===== src/rtl/sb_pkg.sv =====
// Shared definitions for the sideband RX packet controller: FSM states,
// header field layout and counter widths.
package sb_pkg;

    typedef enum logic [1:0] {
        IDLE      = 2'd0,
        WAIT_DATA = 2'd1,
        DISCARD   = 2'd2,
        DELIVER   = 2'd3
    } state_e;

    localparam int SB_WIDTH        = 64;
    localparam int SB_NUM_DEST     = 4;
    localparam int SB_DEST_LSB     = 5;
    localparam int SB_DEST_W       = 2;
    localparam int SB_HAS_DATA_BIT = 4;
    localparam int SB_TIMEOUT      = 1024;
    localparam int SB_DROP_CNT_W   = 8;

endpackage


===== src/rtl/sb_sat_counter.sv =====
// Up-counter that sticks at its all-ones value instead of wrapping.
module sb_sat_counter #(
    parameter int W = 8
) (
    input  logic         clk,
    input  logic         rst,
    input  logic         inc,
    output logic [W-1:0] count
);

    logic [W-1:0] count_q;
    logic [W-1:0] count_d;

    always_comb begin
        count_d = count_q;
        if (inc && (count_q != {W{1'b1}})) begin
            count_d = count_q + W'(1);
        end
    end

    always_ff @(posedge clk or posedge rst) begin
        if (rst) begin
            count_q <= '0;
        end else begin
            count_q <= count_d;
        end
    end

    assign count = count_q;

endmodule


===== src/rtl/sb_rx_packet_ctrl.sv =====
// Frames deserialized sideband words into header(+data) packets and hands each
// one to a single consumer; malformed or stalled packets are dropped and counted.
module sb_rx_packet_ctrl
    import sb_pkg::*;
#(
    parameter int WIDTH        = SB_WIDTH,
    parameter int NUM_DEST     = SB_NUM_DEST,
    parameter int DEST_LSB     = SB_DEST_LSB,
    parameter int DEST_W       = SB_DEST_W,
    parameter int HAS_DATA_BIT = SB_HAS_DATA_BIT,
    parameter int TIMEOUT      = SB_TIMEOUT
) (
    input  logic                     clk,
    input  logic                     rst,
    input  logic [WIDTH-1:0]         des_data,
    input  logic                     des_valid,
    output logic                     des_ready,
    output logic [NUM_DEST-1:0]      pkt_valid,
    input  logic [NUM_DEST-1:0]      pkt_ready,
    output logic [WIDTH-1:0]         pkt_hdr,
    output logic [WIDTH-1:0]         pkt_data,
    output logic                     pkt_has_data,
    output logic                     err_bad_dest,
    output logic                     err_timeout,
    output logic [SB_DROP_CNT_W-1:0] drop_count
);

    localparam int TW = $clog2(TIMEOUT) + 1;
    localparam logic [TW-1:0]     TIMER_LAST = TW'(TIMEOUT - 1);
    localparam logic [DEST_W:0]   DEST_LIMIT = (DEST_W + 1)'(NUM_DEST);
    localparam logic [NUM_DEST-1:0] ONE_HOT0 = NUM_DEST'(1);

    state_e              state_q, state_d;
    logic [TW-1:0]       timer_q, timer_d;
    logic [DEST_W-1:0]   dest_q, dest_d;
    logic [WIDTH-1:0]    hdr_q, hdr_d;
    logic [WIDTH-1:0]    data_q, data_d;
    logic                has_data_q, has_data_d;
    logic [NUM_DEST-1:0] valid_q, valid_d;
    logic                des_ready_q, des_ready_d;
    logic                err_bad_dest_q, err_bad_dest_d;
    logic                err_timeout_q, err_timeout_d;
    logic                drop_inc;
    logic                des_xfer;
    logic [DEST_W-1:0]   hdr_dest;
    logic                hdr_has_data;

    assign des_xfer     = des_valid & des_ready_q;
    assign hdr_dest     = des_data[DEST_LSB +: DEST_W];
    assign hdr_has_data = des_data[HAS_DATA_BIT];

    always_comb begin
        state_d        = state_q;
        timer_d        = timer_q;
        dest_d         = dest_q;
        hdr_d          = hdr_q;
        data_d         = data_q;
        has_data_d     = has_data_q;
        valid_d        = valid_q;
        err_bad_dest_d = 1'b0;
        err_timeout_d  = 1'b0;
        drop_inc       = 1'b0;

        unique case (state_q)
            IDLE: begin
                if (des_xfer) begin
                    hdr_d      = des_data;
                    dest_d     = hdr_dest;
                    has_data_d = hdr_has_data;
                    data_d     = '0;
                    timer_d    = '0;
                    if ({1'b0, hdr_dest} >= DEST_LIMIT) begin
                        err_bad_dest_d = 1'b1;
                        drop_inc       = 1'b1;
                        if (hdr_has_data) begin
                            state_d = DISCARD;
                        end
                    end else if (hdr_has_data) begin
                        state_d = WAIT_DATA;
                    end else begin
                        valid_d = ONE_HOT0 << hdr_dest;
                        state_d = DELIVER;
                    end
                end
            end
            WAIT_DATA: begin
                if (des_xfer) begin
                    data_d  = des_data;
                    valid_d = ONE_HOT0 << dest_q;
                    state_d = DELIVER;
                end else if (timer_q == TIMER_LAST) begin
                    err_timeout_d = 1'b1;
                    drop_inc      = 1'b1;
                    state_d       = IDLE;
                end else begin
                    timer_d = timer_q + TW'(1);
                end
            end
            // The packet was already counted as a bad-dest drop, so a stall here is silent.
            DISCARD: begin
                if (des_xfer || (timer_q == TIMER_LAST)) begin
                    state_d = IDLE;
                end else begin
                    timer_d = timer_q + TW'(1);
                end
            end
            DELIVER: begin
                if (|(valid_q & pkt_ready)) begin
                    valid_d = '0;
                    state_d = IDLE;
                end
            end
            default: state_d = IDLE;
        endcase

        des_ready_d = (state_d != DELIVER);
    end

    always_ff @(posedge clk or posedge rst) begin
        if (rst) begin
            state_q        <= IDLE;
            timer_q        <= '0;
            dest_q         <= '0;
            hdr_q          <= '0;
            data_q         <= '0;
            has_data_q     <= 1'b0;
            valid_q        <= '0;
            des_ready_q    <= 1'b0;
            err_bad_dest_q <= 1'b0;
            err_timeout_q  <= 1'b0;
        end else begin
            state_q        <= state_d;
            timer_q        <= timer_d;
            dest_q         <= dest_d;
            hdr_q          <= hdr_d;
            data_q         <= data_d;
            has_data_q     <= has_data_d;
            valid_q        <= valid_d;
            des_ready_q    <= des_ready_d;
            err_bad_dest_q <= err_bad_dest_d;
            err_timeout_q  <= err_timeout_d;
        end
    end

    sb_sat_counter #(
        .W(SB_DROP_CNT_W)
    ) u_drop_cnt (
        .clk  (clk),
        .rst  (rst),
        .inc  (drop_inc),
        .count(drop_count)
    );

    assign des_ready    = des_ready_q;
    assign pkt_valid    = valid_q;
    assign pkt_hdr      = hdr_q;
    assign pkt_data     = data_q;
    assign pkt_has_data = has_data_q;
    assign err_bad_dest = err_bad_dest_q;
    assign err_timeout  = err_timeout_q;

endmodule


===== config.mk =====
export PLATFORM = sky130hd
export DESIGN_NAME = sb_rx_packet_ctrl
export DESIGN_NICKNAME = d
export VERILOG_FILES = /design/src/rtl/sb_pkg.sv /design/src/rtl/sb_sat_counter.sv /design/src/rtl/sb_rx_packet_ctrl.sv
export SDC_FILE = /design/constraint.sdc
export NUM_CORES = 1
export LEC_CHECK = 0
export ABC_AREA = 1
export CORE_ASPECT_RATIO = 0.75
export CORE_MARGIN = 2
export CORE_UTILIZATION = 40
export CTS_BUF_LIST = sky130_fd_sc_hd__clkbuf_4
export DETAILED_ROUTE_END_ITERATION = 12
export DONT_BUFFER_PORTS = 1
export PLACE_DENSITY = 0.51
export SETUP_SLACK_MARGIN = 0.3
export SKIP_LAST_GASP = 1
export SYNTH_ARGS = -nofsm -noshare
export SYNTH_HDL_FRONTEND = slang
export SYNTH_SLANG_ARGS = --single-unit
export TNS_END_PERCENT = 20

===== constraint.sdc =====
create_clock -name clk -period 5.85 [get_ports clk]
set_input_delay 0 -clock clk [delete_from_list [all_inputs] [get_ports clk]]
set_output_delay 0 -clock clk [all_outputs]
set_load 0.01 [all_outputs]

# Yosys cells after proc, flatten, opt, wreduce, memory -nomap -nowiden
# Index checks and enable logic that the tools add are counted.
# classes
add_sub_neg	2
n_eq_ne	13
n_shift	2
n_mux	23
n_bitwise	2
n_reduce_logical	11
# ops
operator	n
$mux W64	2
$pmux W64 S2	1
$mux W11	4
$pmux W11 S3	1
$mux W4	4
$ne A2 B2 Y1 const B	8
$mux W2	6
$pmux W4 S3	1
$add A11 B1 Y11 const B	1
$eq A11 B10 Y1 const B	1
$reduce_and A5 Y1	2
$add A8 B1 Y8 const B	1
$ne A8 B8 Y1 const B	1
$pmux W2 S4	1
$shl A1 B2 Y4 const A	2
$reduce_bool A3 Y1	2
$and A4 B4 Y4	1
$eq A2 B2 Y1 const B	2
$reduce_or A4 Y1	1
$mux W1	3
$reduce_and A3 Y1	1
$eq A2 B1 Y1 const B	1
$logic_not A2 Y1	1
$reduce_and A2 Y1	1
other kinds (4)	4
# word_totals
regBits	158
in_bits	71
out_inout_bits	144
elab_cells	63

# Logic depth before layout (Yosys ltp)
# depth
ltp_word	5
ltp_mapped	10
ltp_nobuf	10

# Modules after synthesis
# Synthesis repeated with hierarchy kept, for this count alone.
# hier_totals
hier_cells	724
area_unflattened_um2	6586.3
# modules_own_cells
module	n_inst	cells_per_inst	area_each_um2	seq_area_each_um2
sb_rx_packet_ctrl	1	661	6113.4	3678.5
sb_sat_counter	1	63	473.0	200.2

# Least setup slack after synthesis
# OpenSTA, ideal clock, no wires.
# synth_timing
path_kind	flip-flop to flip-flop
startpoint	reg state_q[1]
endpoint	reg valid_q[3], in the netlist pkt_valid[3]
setup_time_ps	130
arrival_time_ps	1394
required_ps	5720
path_slack_ps	4326
path_stages_with_launch	9
n_path_buf	0
period_less_slack_ps	1524
path_cell_list	dfrtp_1 inv_1 ha_1 inv_2 or2_1 o21ai_0 inv_1 nand3_1 o21ai_0
# synth_via
elab_chain_cells	3
elab_cells_between_ends	10
cone_classes	eq/ne (6); mux (1); reduce/logical (3)
# synth_rtl
element	line	rtl
from (decl)	sb_rx_packet_ctrl.sv:33	state_e state_q, state_d;
from (signal assigned)	sb_rx_packet_ctrl.sv:132	state_q <= state_d;
$eq A2 B2 Y1, or another cell as far along	sb_rx_packet_ctrl.sv:64	unique case (state_q)
$ne A2 B2 Y1 (no line) or $reduce_bool A3 Y1 (tied branches)	-	
$reduce_and A5 Y1 (no line)	-	
to (signal assigned)	sb_rx_packet_ctrl.sv:138	valid_q <= valid_d;
to (decl)	sb_rx_packet_ctrl.sv:39	logic [NUM_DEST-1:0] valid_q, valid_d;
# Several ways; a longest one is shown, not always the timed one.
# A chain may end at the register's enable or synchronous reset.

# Worst setup path after layout
# layout_timing
startpoint	reg state_q[0]
endpoint	reg data_q[20], in the netlist pkt_data[20]
# layout_via
elab_chain_cells	3
elab_cells_between_ends	7
cone_classes	eq/ne (3); mux (1); reduce/logical (3)
# layout_rtl
element	line	rtl
$eq A2 B1 Y1 or $logic_not A2 Y1 (tied branches)	sb_rx_packet_ctrl.sv:64	
$ne A2 B2 Y1 (no line) or $reduce_bool A2 Y1 (tied branches)	-	
$reduce_and A3 Y1 (no line)	-	
to (signal assigned)	sb_rx_packet_ctrl.sv:136	data_q <= data_d;
to (decl)	sb_rx_packet_ctrl.sv:37	logic [WIDTH-1:0] data_q, data_d;
# Several ways; a longest one is shown, not always the timed one.

==> results.toml <==
[status]
status = "completed"

[global_routing]
track_usage_pct = 17.9
grt_pass1_wl_um = 24300
antenna_found_initial = 0
first_global_vias = 4759
gr-total-overflow = 0
grt_max_degree = 130

[cts]
cts_sinks = 155
cts.clk_slew.worst_paths_ps = 130
clk_latency_ps = 550
cts_buffers = 17
clockBufferDepth = 2
cts_root_buffer = "clkbuf_4"
h-tree-depth = 4
cts_tree = "done"

[setup_path]
timing.critical_path.from = "state_q[0]"
worst_ep_arrival_time_ps = 3230
worstPathRequired_ps = 6300
cp_cell_sequence = "inv_1 -> ha_1 -> nand2_4 -> buf_4 -> nand3_1 -> o21ai_0"
cp_max_fo = 125
critPathKind = "flop to flop"
critical_path.max_stage_delay_ps = 820
endpoint_kind = "flop"
cp-start-kind = "flop"
r2r_start = "state_q[0]"
critPathSlowestCell = "nand2_4"

[logic_synthesis]
netlist_instances = 711
ys_ff_latch = 155
seq_area_frac_synth_pct = 59.4
synth_top_family_by_area = "simple AND/OR/NAND/NOR gates"
yosysTopAreaCell = "dfrtp_1"
synth-simple-area-share_pct = 18.1
synth.top_cell.area_share_pct = 59.4
synth_cell_types = 31
ys_warn_count = 0
muxShareOfSynthArea_pct = 0
synth_compound_area_share_pct = 11.7
avgSynthCellArea_sq_um = 9.18
synth_area_leaders = "dfrtp_1, o21ai_0, nand2_1"
synth_area_sq_um = 6530
synthAdderAreaFrac_pct = 1.53
synth_ff_type = "dfrtp_1"
synth_edf_count = 0
synth_xor_area_share_pct = 1.48
synth_nets = 790
synth-async-reset-ratio_pct = 100

[floorplanning]
core_area_sq_um = 16000
design.die.area_sq_um = 17400
row_count = 40
fp.dieH_um = 115
start_util_pct = 40.8
fp.dieW_um = 152
num_io_pins = 215

[sta]
worst_pin_slew_ps = 1220
final_hold_viol_count = 0
setup_ws_ps = 3070
fin_skew_ps = 14.1
rsz0062_at_grt = "no"
finalCritPeriodShare_pct = 47.5
max_freq_mhz = 360
finalSetupViolCount = 0
slew_viol_final = 0
fin_tns_setup_ps = 0
max-slew-margin-rel_pct = 18.9
final.min_clock_period_ps = 2780

[final_layout]
num_antenna_cells = 0
fin_nets = 842
drive_gt1_share_pct = 6.71
syn_to_final_growth_pct = 17.6
fill_cells = 1487

[route]
first_pass_iters = 4
drt_wl_total_um = 15400
wl_per_cell_um = 15.7
final_antenna_net_count = 0
vias = 4912
avgViaCountPerCell = 4.99
drt_iter0_markers = 218
drc = 0

[place]
dpl.hpwl_um = 9970
post-place-ws_ps = 3120
portBuffers = 0
place.gp.congestion = 0.793

[power]
power_frac_comb_pct = 3.8
p_leak_uw = 0.00375
switching_power_uw = 438
ir_worst_vdd_mv = 0.128
powerDensity_nw_per_um2 = 252
clockPowerShare_pct = 40.7
p_int_uw = 1490
swShare_pct = 22.7
seqPwrFrac_pct = 55.5
power.total_uw = 1930

[run]
cap_viol_max_count = 0

[hold_path]
hp-class = "input port to asynchronous set/reset pin"
==> worst paths after layout <==
path	to	slack (ps)	depth (start not counted)
worst max register to register	pkt_data[20]	3070	6
worst max-delay path	pkt_data[20]	3070	6
worst min register to register	timer_q[8]	560	2
worst min-delay path	pkt_data[26]	30	2
min in group clk	pkt_data[33]	140	3
max in group asynchronous	pkt_data[56]	4310	3
==> power groups by stage <==
stage | Clock, uW | Combinational, uW | Sequential [uW]
2_1_floorplan | 0 | 27.4 | 1090
3_3_place_gp | 0 | 36.2 | 1090
3_5_place_dp | 0 | 37.8 | 1090
4_1_cts | 819 | 74.7 | 1070
5_1_grt | 867 | 83.4 | 1070
6_report | 787 | 73.2 | 1070
==> per-layer routing <==
layer	share of wire, %	GRT usage, %	vias to the layer above
li1	-	-	2392
met3	9.4	7.45	13
met5	0	0	-
met4	1.5	6.60	0
met2	45	27.8	156
met1	44	22.6	2351
==> synthesized netlist by cell type (all sizes together), types with 3 or more instances <==
cell type,n
xor2,9
buf,25
inv,86
nand2,148
ha,8
nand4,5
nor2,18
or2,3
dfrtp,155
nand3,85
clkbuf,13
a21oi,4
o21ai,145
==> sequential cells by signal (all words and copies together), names as in the netlist <==
register	cells
err_timeout	1
des_ready	1
pkt_data	64
dest_q	1
pkt_valid	4
u_drop_cnt.count	8
timer_q	11
pkt_hdr	63
state_q	2
==> cell type report <==
| class | count | area [sq um] | share of cell area, % |
|---|---|---|---|
| clock buffers | 18 | 135 | 1.76 |
| clock inverters | 13 | 213 | 2.77 |
| inverters | 86 | 328 | 4.27 |
| multi-input cells | 432 | 2160 | 28.1 |
| flip-flops and latches | 155 | 3880 | 50.5 |
| well taps | 210 | 263 | 3.42 |
| repair buffers | 71 | 706 | 9.19 |
==> cells in the final DEF, fill, tap and decap left out, types with 2 or more instances in the layout <==
cell	Yosys	routed
dfrtp_1	155	155
nand2_1	143	141
o21ai_0	131	131
nand3_1	84	84
inv_1	83	82
dlygate4sd3_1	0	69
clkbuf_4	0	18
nor2_1	15	15
o21ai_1	12	12
xor2_1	9	9
ha_1	8	8
nand4_1	5	5
inv_6	0	5
bufinv_16	0	5
a21oi_1	4	4
nand2_4	2	4
nand2_2	3	3
inv_2	3	3
clkinvlp_4	0	3
nor2_4	2	2
xnor2_1	2	2
o21ai_2	2	2
buf_4	2	2
==> timing repair <==
item                                   4_1_cts  5_1_grt
endpoints found under the hold margin      229        0
setup buffers                                0        0
hold buffers                                69        0
resized for setup                            0        0
==> critical path, delay by kind of cell, from the launching register on <==
| family | cells | cell delay [ps] |
|---|---|---|
| simple gates | 2 | 970 |
| buf+inv | 2 | 760 |
| flops | 1 | 460 |
| fa+ha+maj | 1 | 290 |
| compound gates | 1 | 150 |
==> metrics by stage <==
step           util [%]  hold slack [ps]  instance area, sq um  std cells
3_3_place_gp       41.5             21.3                  6640        885
5_1_grt            47.9             42.7                  7680        985
6_report           47.9             34.7                  7680        985
3_5_place_dp       41.5             27.1                  6640        885
2_1_floorplan         -              148                  6530        711
4_1_cts            47.9             20.7                  7680        985
==> logic make-up after synthesis <==
kind of cell | count (synthesis)
buffers and inverters | 124
other | 1
adder cells (fa/ha/maj) | 8
flip-flops | 155
XOR/XNOR | 11
AND/OR/NAND/NOR | 262
AO/OA/AOI/OAI | 150
(Power assumes the default switching activity.)
